**src/rtl/w5300_reg_conf_sequencer_pkg.sv**
```systemverilog
// ---------------------------------------------------------------------------
// w5300_pkg
//
// Shared definitions for the W5300 register configuration sequencer and for
// the external config LUTs that feed it.
//
//   - Entry op codes carried in the top two bits of each LUT entry.
//   - Error codes reported on err_code.
//   - Sequencer FSM state encodings (exported on the fsm_state debug port).
//   - Helper that gives the bit offset of the op field inside an entry, so
//     LUT authors and the sequencer agree on {op, addr, value} packing.
// ---------------------------------------------------------------------------
package w5300_pkg;

    // Entry operations
    localparam logic [1:0] OP_WRITE       = 2'b00;
    localparam logic [1:0] OP_READ_VERIFY = 2'b01;
    localparam logic [1:0] OP_POLL        = 2'b10;  // read until rdata == value
    localparam logic [1:0] OP_END         = 2'b11;  // end-of-table marker

    // Error codes
    localparam logic [1:0] ERR_NONE    = 2'b00;
    localparam logic [1:0] ERR_VERIFY  = 2'b01;
    localparam logic [1:0] ERR_POLL    = 2'b10;
    localparam logic [1:0] ERR_TIMEOUT = 2'b11;

    // FSM states
    typedef logic [2:0] state_t;

    localparam state_t ST_IDLE     = 3'd0;
    localparam state_t ST_FETCH    = 3'd1;
    localparam state_t ST_ISSUE    = 3'd2;
    localparam state_t ST_WAIT_ACK = 3'd3;
    localparam state_t ST_CHECK    = 3'd4;
    localparam state_t ST_DONE     = 3'd5;
    localparam state_t ST_ERR      = 3'd6;

    // Entry layout: {op[1:0], addr[ADDR_W-1:0], value[DATA_W-1:0]}.
    // The value field starts at bit 0 and the addr field at bit DATA_W.
    function automatic int op_lsb(input int addr_w, input int data_w);
        return addr_w + data_w;
    endfunction

endpackage

```
**src/rtl/w5300_reg_conf_sequencer.sv**
```systemverilog
// ---------------------------------------------------------------------------
// w5300_reg_conf_sequencer
//
// Walks an external combinational config LUT (lut_index -> {op, addr, value})
// and turns each entry into a W5300 host-bus transaction. Supports plain
// writes, read-and-verify, poll-until-match and an end-of-table marker, with
// an ack timeout and sticky error reporting.
//
// Ports:
//   clk, rst      clock, asynchronous active-high reset
//   start         begin a table walk (accepted in IDLE/DONE/ERR only)
//   abort         stop the walk and return to IDLE (deferred while a bus
//                 transaction is outstanding)
//   lut_index     entry index presented to the LUT
//   lut_data      {op, addr, value} for lut_index, combinational
//   bus_req       transaction request, held until bus_ack
//   bus_we        1 = write, 0 = read
//   bus_addr      register address
//   bus_wdata     write data (also carries the compare value on reads)
//   bus_ack       one-cycle transaction complete
//   bus_rdata     read data, valid with bus_ack
//   busy          walk in progress
//   done          walk completed (level until next start)
//   error         walk failed (level until next start)
//   err_code      01 verify mismatch, 10 poll exhausted, 11 ack timeout
//   err_index     index of the failing entry
//   fsm_state     current FSM state, for debug/observation
//
// Bus handshake: bus_req rises with bus_we/bus_addr/bus_wdata valid and all
// four stay constant until the cycle in which bus_ack is sampled high; the
// request drops on the following edge. A transaction is only abandoned by
// the ack timeout or by reset, never by abort.
// ---------------------------------------------------------------------------
module w5300_reg_conf_sequencer
    import w5300_pkg::*;
#(
    parameter int IDX_W       = 6,
    parameter int ADDR_W      = 10,
    parameter int DATA_W      = 16,
    parameter int POLL_MAX    = 1000,
    parameter int ACK_TIMEOUT = 255
) (
    input  logic                       clk,
    input  logic                       rst,
    input  logic                       start,
    input  logic                       abort,
    output logic [IDX_W-1:0]           lut_index,
    input  logic [2+ADDR_W+DATA_W-1:0] lut_data,
    output logic                       bus_req,
    output logic                       bus_we,
    output logic [ADDR_W-1:0]          bus_addr,
    output logic [DATA_W-1:0]          bus_wdata,
    input  logic                       bus_ack,
    input  logic [DATA_W-1:0]          bus_rdata,
    output logic                       busy,
    output logic                       done,
    output logic                       error,
    output logic [1:0]                 err_code,
    output logic [IDX_W-1:0]           err_index,
    output state_t                     fsm_state
);

    localparam int OP_LSB = op_lsb(ADDR_W, DATA_W);
    localparam int POLL_W = $clog2(POLL_MAX + 1);
    localparam int TO_W   = $clog2(ACK_TIMEOUT + 1);

    localparam logic [POLL_W-1:0] POLL_LAST = POLL_W'(POLL_MAX);
    localparam logic [TO_W-1:0]   TO_LAST   = TO_W'(ACK_TIMEOUT);
    localparam logic [IDX_W-1:0]  IDX_LAST  = '1;

    state_t state;

    // Registered copy of the current entry; the LUT output is only looked
    // at in FETCH so the bus fields cannot move under an open request.
    logic [1:0]        entry_op;
    logic [ADDR_W-1:0] entry_addr;
    logic [DATA_W-1:0] entry_value;

    logic [DATA_W-1:0] rdata_q;
    logic [POLL_W-1:0] poll_cnt;
    logic [TO_W-1:0]   to_cnt;
    logic              abort_pend;

    // LUT field split
    logic [1:0]        lut_op;
    logic [ADDR_W-1:0] lut_addr;
    logic [DATA_W-1:0] lut_value;

    assign lut_op    = lut_data[OP_LSB +: 2];
    assign lut_addr  = lut_data[DATA_W +: ADDR_W];
    assign lut_value = lut_data[0 +: DATA_W];

    logic [POLL_W-1:0] poll_next;
    logic [TO_W-1:0]   to_next;
    logic              rdata_match;
    logic              at_last;

    assign poll_next   = poll_cnt + 1'b1;
    assign to_next     = to_cnt + 1'b1;
    assign rdata_match = (rdata_q == entry_value);
    assign at_last     = (lut_index == IDX_LAST);

    assign fsm_state = state;

    // Outcome of the CHECK state for the current entry
    logic       chk_fail;
    logic       chk_retry;
    logic [1:0] chk_code;

    always_comb begin
        chk_fail  = 1'b0;
        chk_retry = 1'b0;
        chk_code  = ERR_NONE;
        case (entry_op)
            OP_READ_VERIFY: begin
                if (!rdata_match) begin
                    chk_fail = 1'b1;
                    chk_code = ERR_VERIFY;
                end
            end
            OP_POLL: begin
                if (!rdata_match) begin
                    // poll_next counts the read just completed
                    if (poll_next == POLL_LAST) begin
                        chk_fail = 1'b1;
                        chk_code = ERR_POLL;
                    end else begin
                        chk_retry = 1'b1;
                    end
                end
            end
            default: begin
                // OP_WRITE always advances; OP_END never reaches CHECK
            end
        endcase
    end

    always_ff @(posedge clk or posedge rst) begin
        if (rst) begin
            state       <= ST_IDLE;
            lut_index   <= '0;
            bus_req     <= 1'b0;
            bus_we      <= 1'b0;
            bus_addr    <= '0;
            bus_wdata   <= '0;
            busy        <= 1'b0;
            done        <= 1'b0;
            error       <= 1'b0;
            err_code    <= ERR_NONE;
            err_index   <= '0;
            entry_op    <= OP_WRITE;
            entry_addr  <= '0;
            entry_value <= '0;
            rdata_q     <= '0;
            poll_cnt    <= '0;
            to_cnt      <= '0;
            abort_pend  <= 1'b0;
        end else begin
            case (state)
                ST_IDLE, ST_DONE, ST_ERR: begin
                    // abort takes priority over a coincident start
                    if (start && !abort) begin
                        state      <= ST_FETCH;
                        lut_index  <= '0;
                        busy       <= 1'b1;
                        done       <= 1'b0;
                        error      <= 1'b0;
                        err_code   <= ERR_NONE;
                        err_index  <= '0;
                        abort_pend <= 1'b0;
                    end
                end

                ST_FETCH: begin
                    if (abort) begin
                        state <= ST_IDLE;
                        busy  <= 1'b0;
                    end else begin
                        entry_op    <= lut_op;
                        entry_addr  <= lut_addr;
                        entry_value <= lut_value;
                        poll_cnt    <= '0;
                        if (lut_op == OP_END) begin
                            state <= ST_DONE;
                            busy  <= 1'b0;
                            done  <= 1'b1;
                        end else begin
                            state <= ST_ISSUE;
                        end
                    end
                end

                ST_ISSUE: begin
                    if (abort) begin
                        state <= ST_IDLE;
                        busy  <= 1'b0;
                    end else begin
                        bus_req   <= 1'b1;
                        bus_we    <= (entry_op == OP_WRITE);
                        bus_addr  <= entry_addr;
                        bus_wdata <= entry_value;
                        to_cnt    <= '0;
                        state     <= ST_WAIT_ACK;
                    end
                end

                ST_WAIT_ACK: begin
                    if (bus_ack) begin
                        bus_req <= 1'b0;
                        rdata_q <= bus_rdata;
                        if (abort_pend || abort) begin
                            state      <= ST_IDLE;
                            busy       <= 1'b0;
                            abort_pend <= 1'b0;
                        end else begin
                            state <= ST_CHECK;
                        end
                    end else begin
                        // abort waits for the transaction to close
                        if (abort) begin
                            abort_pend <= 1'b1;
                        end
                        if (to_next == TO_LAST) begin
                            // timeout is reported even with an abort pending
                            bus_req    <= 1'b0;
                            abort_pend <= 1'b0;
                            state      <= ST_ERR;
                            busy       <= 1'b0;
                            error      <= 1'b1;
                            err_code   <= ERR_TIMEOUT;
                            err_index  <= lut_index;
                        end else begin
                            to_cnt <= to_next;
                        end
                    end
                end

                ST_CHECK: begin
                    if (abort) begin
                        state <= ST_IDLE;
                        busy  <= 1'b0;
                    end else if (chk_fail) begin
                        state     <= ST_ERR;
                        busy      <= 1'b0;
                        error     <= 1'b1;
                        err_code  <= chk_code;
                        err_index <= lut_index;
                    end else if (chk_retry) begin
                        poll_cnt <= poll_next;
                        state    <= ST_ISSUE;
                    end else begin
                        poll_cnt <= '0;
                        // last table slot is an implicit end; no wrap
                        if (at_last) begin
                            state <= ST_DONE;
                            busy  <= 1'b0;
                            done  <= 1'b1;
                        end else begin
                            lut_index <= lut_index + 1'b1;
                            state     <= ST_FETCH;
                        end
                    end
                end

                default: begin
                    state <= ST_IDLE;
                    busy  <= 1'b0;
                end
            endcase
        end
    end

endmodule

```
**config.mk**
```make
export PLATFORM = sky130hd
export DESIGN_NAME = w5300_reg_conf_sequencer
export DESIGN_NICKNAME = d
export VERILOG_FILES = /design/src/rtl/w5300_reg_conf_sequencer_pkg.sv /design/src/rtl/w5300_reg_conf_sequencer.sv
export SDC_FILE = /design/constraint.sdc
export NUM_CORES = 1
export LEC_CHECK = 0
export ABC_AREA = 1
export BUFFER_PORTS_ARGS = -buffer_cell sky130_fd_sc_hd__buf_2
export CELL_PAD_IN_SITES_DETAIL_PLACEMENT = 0
export CELL_PAD_IN_SITES_GLOBAL_PLACEMENT = 1
export CORE_AREA = 2 2 87 173
export DETAILED_ROUTE_END_ITERATION = 6
export DIE_AREA = 0 0 89 175
export PLACE_DENSITY_LB_ADDON = 0.1
export SETUP_SLACK_MARGIN = 0.15
export SLEW_MARGIN = 30
export SYNTH_ARGS = -nofsm -noshare
export SYNTH_HDL_FRONTEND = slang
export SYNTH_SLANG_ARGS = --single-unit
```
**constraint.sdc**
```tcl
create_clock -name clk -period 8.15 [get_ports clk]
set_clock_uncertainty 0.1 [all_clocks]
set_input_delay 1.2225 -clock clk [delete_from_list [all_inputs] [get_ports clk]]
set_output_delay 1.2225 -clock clk [all_outputs]
set_load 0.005 [all_outputs]
```
==> out/qor.yml <==
nets: 853
placed_cell_area_um2: 6270
tns_ps: 0
cts_buffers: 9
firstDrtPassIters: 4
overflow: 0
worstReg2RegStart: "fsm_state[2]$_DFFE_PP0P_"
synth_area_leader_cell: "dfrtp_1"
drive_above_1_share_pct: 21.1
core-area_um2: 14300
hpwl_um: 9800
cts_setup_buffers: 0
setup_viol: 0
start_util_pct: 39.2
startpoint: "abort"
cts_tree: "built"
grt_pass1_wl_um: 22200
ant_nets: 0
cts_htree_levels: 3
yosys_warnings: 0
synth.distinct_cells: 39
grt_setup_unrepaired: "no"
layout_min_cycle_time_ps: 3010
num_io_pins: 97
crit_top_cell: "nand2_1"
vdd.ir_drop.worst_v: 0.000149
synth_edf_count: 0
root_buffer: "clkbuf_16"
antennaDiodeCount: 0
cpMaxStageDelayCell: "inv_2"
async_flop_share_pct: 100
cts-resized-gates: 0
crit_type: "primary input to flop"
min_from: "err_code[1]$_DFFE_PP0P_"
routed_wl_um: 13300
ys_ff_latch: 111
dieArea_um2: 15600
synthTopCellsByCount: "nand2_1 (238), dfrtp_1 (111), inv_1 (86)"
worst_pin_slew_ps: 814
syn_area_um2: 5590
synth_top_area_share_pct: 49.7
timing.fmax_mhz: 333
power_leakage_uw: 0.00335
viasPerCell: 4.71
crit_fanout: 54
fin_area_um2: 6560
cp.arrival_ps: 3150
finalHoldViolCount: 0
drt_first_iter_violations: 169
port_buffers: 96
clock-sinks: 111
synth_cells: 705
startpoint_type: "primary input"
status: "completed"
grt_max_degree: 58
antenna_found_initial: 0
num_rows: 62
synthesis.nets: 762
setup.worst_path.end_class: "flop"
dieWidth_um: 89
ys_seq_area_share_pct: 49.7
holdBufCountCts: 0
fin_crit_sh_pct: 36.9
drv_slew: 0
synthTopCellsByArea: "dfrtp_1 (50%), nand2_1 (16%), o21ai_0 (7.0%), inv_1 (5.8%), nor2_1 (2.7%)"
max-cap-violations: 0
powerDensity_nw_per_um2: 321
gp_congestion: 0.804
worstHoldPathType: "flop to flop"
routedWlPerCell_um: 13.4
die_y_um: 175
syn_area_per_cell_um2: 7.93
worstPathBufferInverterCount: 2
area_growth_pct: 17.3
drcViolationCount: 0
insertion_delay_ps: 350
ctsLongestPathBuffers: 2
ys.flop_type: "dfrtp_1"
hold_ws_ps: 368
r2r_setup_slack_ps: 5580
slew_headroom_pct: 45.6
vias: 4676
grt_pass1_vias: 4757
crit_family: "buffers and inverters"
cpPeakStageDelay_ps: 610
clk_pin_slew_ps: 70
worst_ep_required_time_ps: 8290
track_usage_pct: 18.2
yosysMostFrequentCell: "nand2_1"
cp_cell_sequence: "buf_2 -> nor3_1 -> inv_2 -> o21ai_0 -> or3b_1 -> a21oi_1 -> nand2_1 -> nand2_1 -> nand2_1"
==> routing by layer <==
metal  global-route usage (%)  up-vias  routed length [um]
met5                        0        -                   0
met4                     5.04        0                 202
met3                     3.45       11                 436
met2                     34.1       77                7470
met1                     20.0     2201                5220
li1                         -     2387                   -
==> through the flow <==
| step | util [%] | total power, uW | setup WS, ps | cells |
|---|---|---|---|---|
| 4_1_cts | 45.9 | 2150 | 5110 | 993 |
| 5_1_grt | 45.9 | 2300 | 4940 | 993 |
| 2_1_floorplan | - | 1420 | 3900 | 705 |
| 3_3_place_gp | 43.7 | 1670 | 4770 | 976 |
| 3_5_place_dp | 43.9 | 1700 | 4740 | 977 |
| 6_report | 45.9 | 2100 | 5140 | 993 |
==> logic make-up (layout without fill, tap and decap cells) <==
| kind of cell | Yosys count | count (layout) | share of synthesized area (%) |
|---|---|---|---|
| and+or+nand+nor | 351 | 351 | 27.9 |
| AOI/OAI and AO/OA | 114 | 114 | 11.3 |
| buffers and inverters | 114 | 210 | 8.04 |
| DFF | 111 | 111 | 49.7 |
| adders and majority gates | 8 | 8 | 1.79 |
| xor gates and xnor gates | 7 | 7 | 1.23 |
==> power by group <==
group	internal [uW]	total (uW)	switching (uW)
logic	294	802	509
registers	754	869	115
clock network	214	433	218
total	1260	2100	842
==> cell type report <==
class	count	area [um^2]
clock buffer	9	225
sequential	111	2780
multi-input combinational	480	2370
timing repair buffer	99	523
inverter	95	359
clock inverter	7	62.6
fill	1554	7720
tap	192	240
==> flip-flops by register name (all words and copies together) (netlist names) <==
| signal | flops |
|---|---|
| abort_pend | 1 |
| bus_addr | 10 |
| bus_req | 1 |
| bus_wdata | 16 |
| bus_we | 1 |
| busy | 1 |
| done | 1 |
| entry_addr | 10 |
| entry_op | 2 |
| entry_value | 16 |
| err_code | 2 |
| err_index | 6 |
| error | 1 |
| fsm_state | 3 |
| lut_index | 6 |
| poll_cnt | 10 |
| rdata_q | 16 |
| to_cnt | 8 |
==> layout by cell type (no fill, tap or decap), drive strengths merged <==
cell type / count
a211oi: 1
a21oi: 8
a31o: 1
buf: 99
clkbuf: 9
clkinv: 5
dfrtp: 111
ha: 8
inv: 97
nand2: 250
nand3: 23
nand3b: 2
nand4: 12
nor2: 50
nor3: 9
o21a: 1
o21ai: 100
o21bai: 3
or2: 4
or3b: 1
xnor2: 2
xor2: 5
==> worst paths after layout <==
check | cells past startpoint | endpoint
worst max-delay path | 9 | busy$_DFFE_PP0P_
worst max register to register | 10 | busy$_DFFE_PP0P_
worst min-delay path | 2 | err_code[1]$_DFFE_PP0P_
min in group asynchronous | 2 | bus_addr[5]$_DFFE_PP0P_
max in group asynchronous | 3 | to_cnt[3]$_DFFE_PP0P_
worst min register to register | 2 | err_code[1]$_DFFE_PP0P_
==> tightest hold or removal path, stage by stage, from the launching register on <==
cell     delay, ps
dfrtp_1        340
nand2_1         50
nand2_1         40
Note: power is estimated with default switching activity, not from simulation.
